===== config.mk =====
export PLATFORM = sky130hd
export DESIGN_NAME = usb_tx_arbiter
export DESIGN_NICKNAME = d
export VERILOG_FILES = /design/src/rtl/usb_frame_pkg.sv /design/src/rtl/rr_arbiter.sv /design/src/rtl/usb_tx_arbiter.sv
export SDC_FILE = /design/constraint.sdc
export NUM_CORES = 1
export LEC_CHECK = 0
export CAP_MARGIN = 5
export CORE_AREA = 5 5 86 88
export CTS_BUF_LIST = sky130_fd_sc_hd__clkbuf_8
export CTS_CLUSTER_DIAMETER = 150
export DETAILED_ROUTE_END_ITERATION = 8
export DIE_AREA = 0 0 91 93
export PLACE_DENSITY = 0.81
export SLEW_MARGIN = 30
export SYNTH_ARGS = -nofsm -noshare
export SYNTH_HDL_FRONTEND = slang
export SYNTH_HIERARCHICAL = 1
export SYNTH_SLANG_ARGS = --single-unit

===== constraint.sdc =====
create_clock -name clk_pll -period 4 [get_ports clk_pll]
set_input_delay 0.8 -clock clk_pll [delete_from_list [all_inputs] [get_ports clk_pll]]
set_output_delay 0.8 -clock clk_pll [all_outputs]
set_load 0.05 [all_outputs]

===== src/rtl/usb_frame_pkg.sv =====
// -----------------------------------------------------------------------------
// usb_frame_pkg
// Shared framing definitions for the host-bound USB byte stream. Each frame on
// the wire is: header (SYNC_HDR | channel), length, payload bytes, XOR checksum.
// The TX arbiter and the RX deframer both import this package so that the frame
// layout is defined in exactly one place.
// -----------------------------------------------------------------------------
package usb_frame_pkg;

  // Upper nibble of every header byte; the low nibble carries the channel.
  localparam logic [7:0] SYNC_HDR = 8'hA0;

  // Non-payload bytes per frame: header, length and checksum.
  localparam int FRAME_OVERHEAD_BYTES = 3;

  typedef enum logic [2:0] {
    IDLE,
    HEADER,
    LENGTH,
    PAYLOAD,
    CHECKSUM
  } frame_state_e;

  // Total bytes on the wire for a frame carrying len payload bytes.
  function automatic logic [8:0] frame_byte_count(input logic [7:0] len);
    return {1'b0, len} + 9'(FRAME_OVERHEAD_BYTES);
  endfunction

endpackage


===== src/rtl/rr_arbiter.sv =====
// -----------------------------------------------------------------------------
// rr_arbiter
// Combinational rotate-priority picker. The search starts at ptr_i and wraps
// around, so the first requesting channel at or after the pointer wins.
//
// Ports:
//   req_i      [NUM_CH-1:0]  request vector, one bit per channel
//   ptr_i      [3:0]         round-robin pointer (must be < NUM_CH)
//   grant_o    [3:0]         index of the winning channel (0 when none)
//   any_req_o                at least one request is present
// -----------------------------------------------------------------------------
module rr_arbiter #(
  parameter int NUM_CH = 4
) (
  input  logic [NUM_CH-1:0] req_i,
  input  logic [3:0]        ptr_i,
  output logic [3:0]        grant_o,
  output logic              any_req_o
);

  logic [NUM_CH-1:0] req_rot;
  logic [4:0]        idx_sum;

  // Rotating the doubled vector right by the pointer puts the pointer's
  // channel at bit 0, so a plain lowest-bit search gives pointer order.
  assign req_rot = NUM_CH'({req_i, req_i} >> ptr_i);

  // Scan from the highest offset down so the lowest set offset is the last
  // one written, then map the offset back to an absolute channel index.
  always_comb begin
    grant_o   = '0;
    any_req_o = 1'b0;
    idx_sum   = '0;
    for (int k = NUM_CH - 1; k >= 0; k--) begin
      if (req_rot[k]) begin
        idx_sum   = {1'b0, ptr_i} + 5'(k);
        any_req_o = 1'b1;
      end
    end
    if (idx_sum >= 5'(NUM_CH)) begin
      idx_sum = idx_sum - 5'(NUM_CH);
    end
    grant_o = idx_sum[3:0];
  end

endmodule


===== src/rtl/usb_tx_arbiter.sv =====
// -----------------------------------------------------------------------------
// usb_tx_arbiter
// Round-robin arbiter and framer that shares the host-bound TX byte FIFO among
// NUM_CH on-chip sources. A granted channel's packet is sent as header, length,
// payload and XOR checksum. Once granted, a frame always runs to completion.
//
// Ports:
//   clk_pll         system clock
//   reset_n         synchronous, active-low reset
//   ch_req          per-channel level request (complete packet ready)
//   ch_len          per-channel payload length, byte slice [8i+7:8i]
//   ch_data         per-channel first-word-fall-through payload byte
//   ch_pop          one-hot strobe: granted channel's byte consumed this cycle
//   fifo_data_out   byte presented to the TX FIFO
//   fifo_push_data  push strobe to the TX FIFO
//   fifo_full       TX FIFO cannot accept a byte this cycle
//   busy            a frame is in progress
//   grant_ch        channel currently or last granted
// -----------------------------------------------------------------------------
module usb_tx_arbiter
  import usb_frame_pkg::*;
#(
  parameter int NUM_CH  = 4,
  parameter int MAX_LEN = 255
) (
  input  logic                  clk_pll,
  input  logic                  reset_n,
  input  logic [NUM_CH-1:0]     ch_req,
  input  logic [8*NUM_CH-1:0]   ch_len,
  input  logic [8*NUM_CH-1:0]   ch_data,
  output logic [NUM_CH-1:0]     ch_pop,
  output logic [7:0]            fifo_data_out,
  output logic                  fifo_push_data,
  input  logic                  fifo_full,
  output logic                  busy,
  output logic [3:0]            grant_ch
);

  frame_state_e state_q, state_d;
  logic [3:0]   ptr_q, ptr_d;
  logic [3:0]   grant_q, grant_d;
  logic [7:0]   len_q, len_d;
  logic [7:0]   cnt_q, cnt_d;
  logic [7:0]   csum_q, csum_d;

  logic [3:0]   arb_grant;
  logic         arb_any;
  logic [7:0]   sel_len;
  logic [7:0]   clamp_len;
  logic [7:0]   sel_data;
  logic [7:0]   out_byte;
  logic         emitting;
  logic         advance;

  rr_arbiter #(
    .NUM_CH (NUM_CH)
  ) u_rr_arbiter (
    .req_i     (ch_req),
    .ptr_i     (ptr_q),
    .grant_o   (arb_grant),
    .any_req_o (arb_any)
  );

  // Channel slice muxes: the length of the prospective winner (used at grant)
  // and the payload byte of the channel already holding the grant.
  always_comb begin
    sel_len  = '0;
    sel_data = '0;
    for (int i = 0; i < NUM_CH; i++) begin
      if (arb_grant == 4'(i)) sel_len = ch_len[8*i +: 8];
      if (grant_q == 4'(i))   sel_data = ch_data[8*i +: 8];
    end
    clamp_len = ({1'b0, sel_len} > 9'(MAX_LEN)) ? 8'(MAX_LEN) : sel_len;
  end

  // Byte on the FIFO bus for the current state; zero while idle.
  always_comb begin
    case (state_q)
      HEADER:   out_byte = SYNC_HDR | {4'h0, grant_q};
      LENGTH:   out_byte = len_q;
      PAYLOAD:  out_byte = sel_data;
      CHECKSUM: out_byte = csum_q;
      default:  out_byte = 8'h00;
    endcase
  end

  assign emitting       = (state_q != IDLE);
  assign advance        = emitting && !fifo_full;
  assign fifo_data_out  = out_byte;
  assign fifo_push_data = advance;
  assign busy           = emitting;
  assign grant_ch       = grant_q;

  // A payload byte is only consumed when it is actually pushed.
  always_comb begin
    ch_pop = '0;
    for (int i = 0; i < NUM_CH; i++) begin
      ch_pop[i] = advance && (state_q == PAYLOAD) && (grant_q == 4'(i));
    end
  end

  // Framing FSM next-state. Every emitting state holds while the FIFO is full.
  always_comb begin
    state_d = state_q;
    ptr_d   = ptr_q;
    grant_d = grant_q;
    len_d   = len_q;
    cnt_d   = cnt_q;
    csum_d  = csum_q;
    case (state_q)
      IDLE: begin
        if (arb_any) begin
          grant_d = arb_grant;
          ptr_d   = (arb_grant == 4'(NUM_CH - 1)) ? 4'd0 : arb_grant + 4'd1;
          len_d   = clamp_len;
          cnt_d   = clamp_len;
          csum_d  = 8'h00;
          state_d = HEADER;
        end
      end
      HEADER: begin
        if (advance) state_d = LENGTH;
      end
      LENGTH: begin
        if (advance) state_d = (len_q == 8'd0) ? CHECKSUM : PAYLOAD;
      end
      PAYLOAD: begin
        if (advance) begin
          cnt_d = cnt_q - 8'd1;
          if (cnt_q == 8'd1) state_d = CHECKSUM;
        end
      end
      CHECKSUM: begin
        if (advance) state_d = IDLE;
      end
      default: state_d = IDLE;
    endcase
    if (advance && (state_q != CHECKSUM)) begin
      csum_d = csum_q ^ out_byte;
    end
  end

  // State registers; reset abandons any partial frame and restarts the
  // round-robin search at channel 0.
  always_ff @(posedge clk_pll) begin
    if (!reset_n) begin
      state_q <= IDLE;
      ptr_q   <= 4'd0;
      grant_q <= 4'd0;
      len_q   <= 8'd0;
      cnt_q   <= 8'd0;
      csum_q  <= 8'd0;
    end else begin
      state_q <= state_d;
      ptr_q   <= ptr_d;
      grant_q <= grant_d;
      len_q   <= len_d;
      cnt_q   <= cnt_d;
      csum_q  <= csum_d;
    end
  end

endmodule


==> summary.txt <==
Route
  – Via density per instance: a little over 6
  – DRC viols: 0
  – Pre-Repair DR Iteration Count: 5
  – DR iter-0 viols: 332
  – DRT antenna net count: 0
  – Routed WL: roughly 10000 um
  – Vias: approximately 3600
  – Avg WL per Cell: 16.7 um

Synthesis
  – Distinct cells, synth: 71
  – Simple-gate portion of the synthesized area: roughly a quarter
  – Main combinational cell family by area after synthesis: compound AO/OA/AOI/OAI gates
  – Synth Instances: about 420
  – Avg Cell Area, Syn: ~7.6 um2
  – Asr flop ratio synth: 0%
  – Mapped Nets: 497
  – Flops & latches, synth: 35
  – Mapped Area: around 3200 um2
  – Post-synth EDFFs: 0
  – Adder-cell share of the synthesized area: under 10%
  – Post-Synth XOR/XNOR Area: less than 1%
  – Post-synthesis mux area share: about 8.5%
  – Post-synthesis sequential area ratio: between 20 and 25%
  – Top FF cell, synth: dfxtp_1
  – Synthesis Warnings: 6
  – Synth Area in Compound Gates: ~32%

Clocking
  – Root Driver: clkbuf_8
  – Num CTS Buffers: 5
  – Post-CTS setup buffers: 0
  – CTS tree: done
  – Clk pin slew, worst setup/hold paths: approximately 0.070 ns
  – Clock latency on the worst-skew pair: about 0.29 ns
  – CTS Sinks: 35
  – Post-CTS sizing: 0
  – CTS Hold Bufs: 0
  – H-tree levels: 2
  – Maximum clock path buffer count: 2

Placement
  – Placer congestion estimate: 0.910
  – Dpl cell area: around 4200 um2
  – HPWL Detailed: approximately 7500 um
  – # port buffers: 88

Setup path
  – CP endpoint kind: register
  – Crit Path Max Fanout: 7
  – Critical Path AT: 3.95 ns
  – Critical path required time: 4.14 ns
  – WS Path Type: in2reg
  – Startpoint types: input port

Layout
  – Area Growth Syn to Fin: 34.9%
  – Most common cell after layout, fill and taps aside: clkdlybuf4s50_1
  – Final Util: 64.7%
  – Most frequent cells in the layout: clkdlybuf4s50_1 (84), a21oi_1 (50), nand2_1 (38)
  – # diodes: 0
  – Fin nets: 584
  – Final Cell Area: between 4000 and 5000 um2
  – Number of fillers in the final layout: between 500 and 600
  – Layout cells sized above 1: 11.7%
  – Sequential Area: around 700 um2
  – Area of the multi-input gates: 2220 um2

Die
  – FP Rows: 30
  – Core area: ~6600 um2
  – Die area: ~8500 um2
  – Ports: 89
  – Initial core utilization: about 48%
  – Die X: 91 um
  – Die H: around 93 um

Power
  – Sequential fraction of design power: approximately a fifth
  – Combinational fraction of design power: between 70% and 80%
  – Pleak: 1.64 nW
  – Cell Int Power: 1.56 mW
  – VDD IR max: between 0.0004 and 0.0005 V
  – P_sw: ~1.6 mW
  – Pwr/cell area: 754 nW/um2
  – Sw frac: between 50% and 60%
  – Clock Power Share: under 10%

Timing
  – Worst-Margin Slew: 0.950 ns
  – Setup_tns: 0 ns
  – Final Hold Viols: 0
  – Setup Skew: roughly 0.0056 ns
  – Fin crit period: between 3 and 4 ns
  – RSZ-0062 raised after global routing: false
  – Worst hold margin: approximately 0.48 ns
  – Final slew viol count: 0
  – Finish-stage setup viols: 0
  – Max_slew headroom: around 37%
  – Max Clock Freq: 0.262 GHz
  – Final worst path period share: about 95%

Global route
  – Vias in the first global route: ~3400
  – Total global routing overflow: 0
  – Initial antenna violation count: 0
  – Total GRT Usage: a little under a quarter
  – First-pass GRT wire length: roughly 16000 um
  – Largest net degree at the start of global routing: 31

Job
  – Max-cap violations: 0

Status
  – Outcome: completed

Hold path
  – Worst hold-check path type: reg2reg
-- logic make-up after synthesis --
kind of cell	Yosys count
flops	35
compound gates	146
buf+inv	57
mux	24
xor+xnor	2
fa+ha+maj	11
simple gates	140
-- area by class of cell --
class,instances,share of cell area [%]
Multi-Input combinational cell,323,52.1
Inverter,26,2.30
Timing Repair Buffer,111,24.8
Clock buffer,5,1.62
Tap cell,80,2.35
Clock inverter,3,0.294
Sequential cell,35,16.5
-- synthesized netlist by cell type, drive strengths merged (10+ instances only) --
cell type  instances  share of area, %
a21oi             50               7.9
nand2             39               4.7
dfxtp             35                22
inv               26               3.1
nor2              25               3.0
clkbuf            19               2.3
nand3b            17               4.0
o21ai             17               2.7
mux2              13               4.6
buf               12               2.2
ha                11               4.4
mux2i             10               3.2
nor3              10               1.9
-- worst paths after layout --
check | from | endpoint | slack (ns) | cells after the start
hold / removal | len_q[7] | len_q[7] | 0.48 | 2
setup / recovery | ch_req[3] | cnt_q[4] | 0.19 | 15
hold reg to reg | len_q[7] | len_q[7] | 0.48 | 2
setup reg to reg | ptr_q[0] | cnt_q[4] | 0.46 | 14
-- state kept, by name, indices dropped and copies added, names as in the netlist --
| name | flops |
|---|---|
| state_q | 3 |
| grant_ch | 4 |
| cnt_q | 8 |
| csum_q | 8 |
| ptr_q | 4 |
| len_q | 8 |
-- critical path, cell delays in order --
cell and delay [ns]:
clkdlybuf4s50_1 0.51, mux2_2 0.35, a2bb2oi_2 0.20, nand2_2 0.10, o311a_1 0.39, nor3_4 0.23, ha_1 0.18, inv_1 0.05
o31ai_2 0.28, nor2b_1 0.22, nor2_1 0.09, and3_1 0.22, buf_4 0.16, nand2_1 0.09, a31oi_1 0.08
-- metal layers --
layer,part of all wire (%),track usage (%),vias up
met4,2.2,7.09,0
met3,10,5.07,24
li1,-,-,1730
met1,42,28.4,1630
met5,0,0,-
met2,46,38.6,215
-- through the flow --
step	setup WS [ns]	power (mW)	std cells
5_1_grt	0.00339	3.47	583
3_5_place_dp	-0.0797	2.93	575
6_report	0.188	3.21	583
4_1_cts	0.235	3.18	583
2_1_floorplan	0.320	2.25	415
3_3_place_gp	0.129	2.85	575
-- power by group through the flow --
stage | sequential [mW] | combinational [mW] | clock (mW)
finish | 0.640 | 2.32 | 0.245
CTS | 0.634 | 2.30 | 0.249
global route | 0.656 | 2.56 | 0.259
global placement | 0.634 | 2.22 | 0
floorplan | 0.608 | 1.64 | 0
detailed placement | 0.639 | 2.29 | 0
No activity file was read; power rests on OpenSTA's default activity.
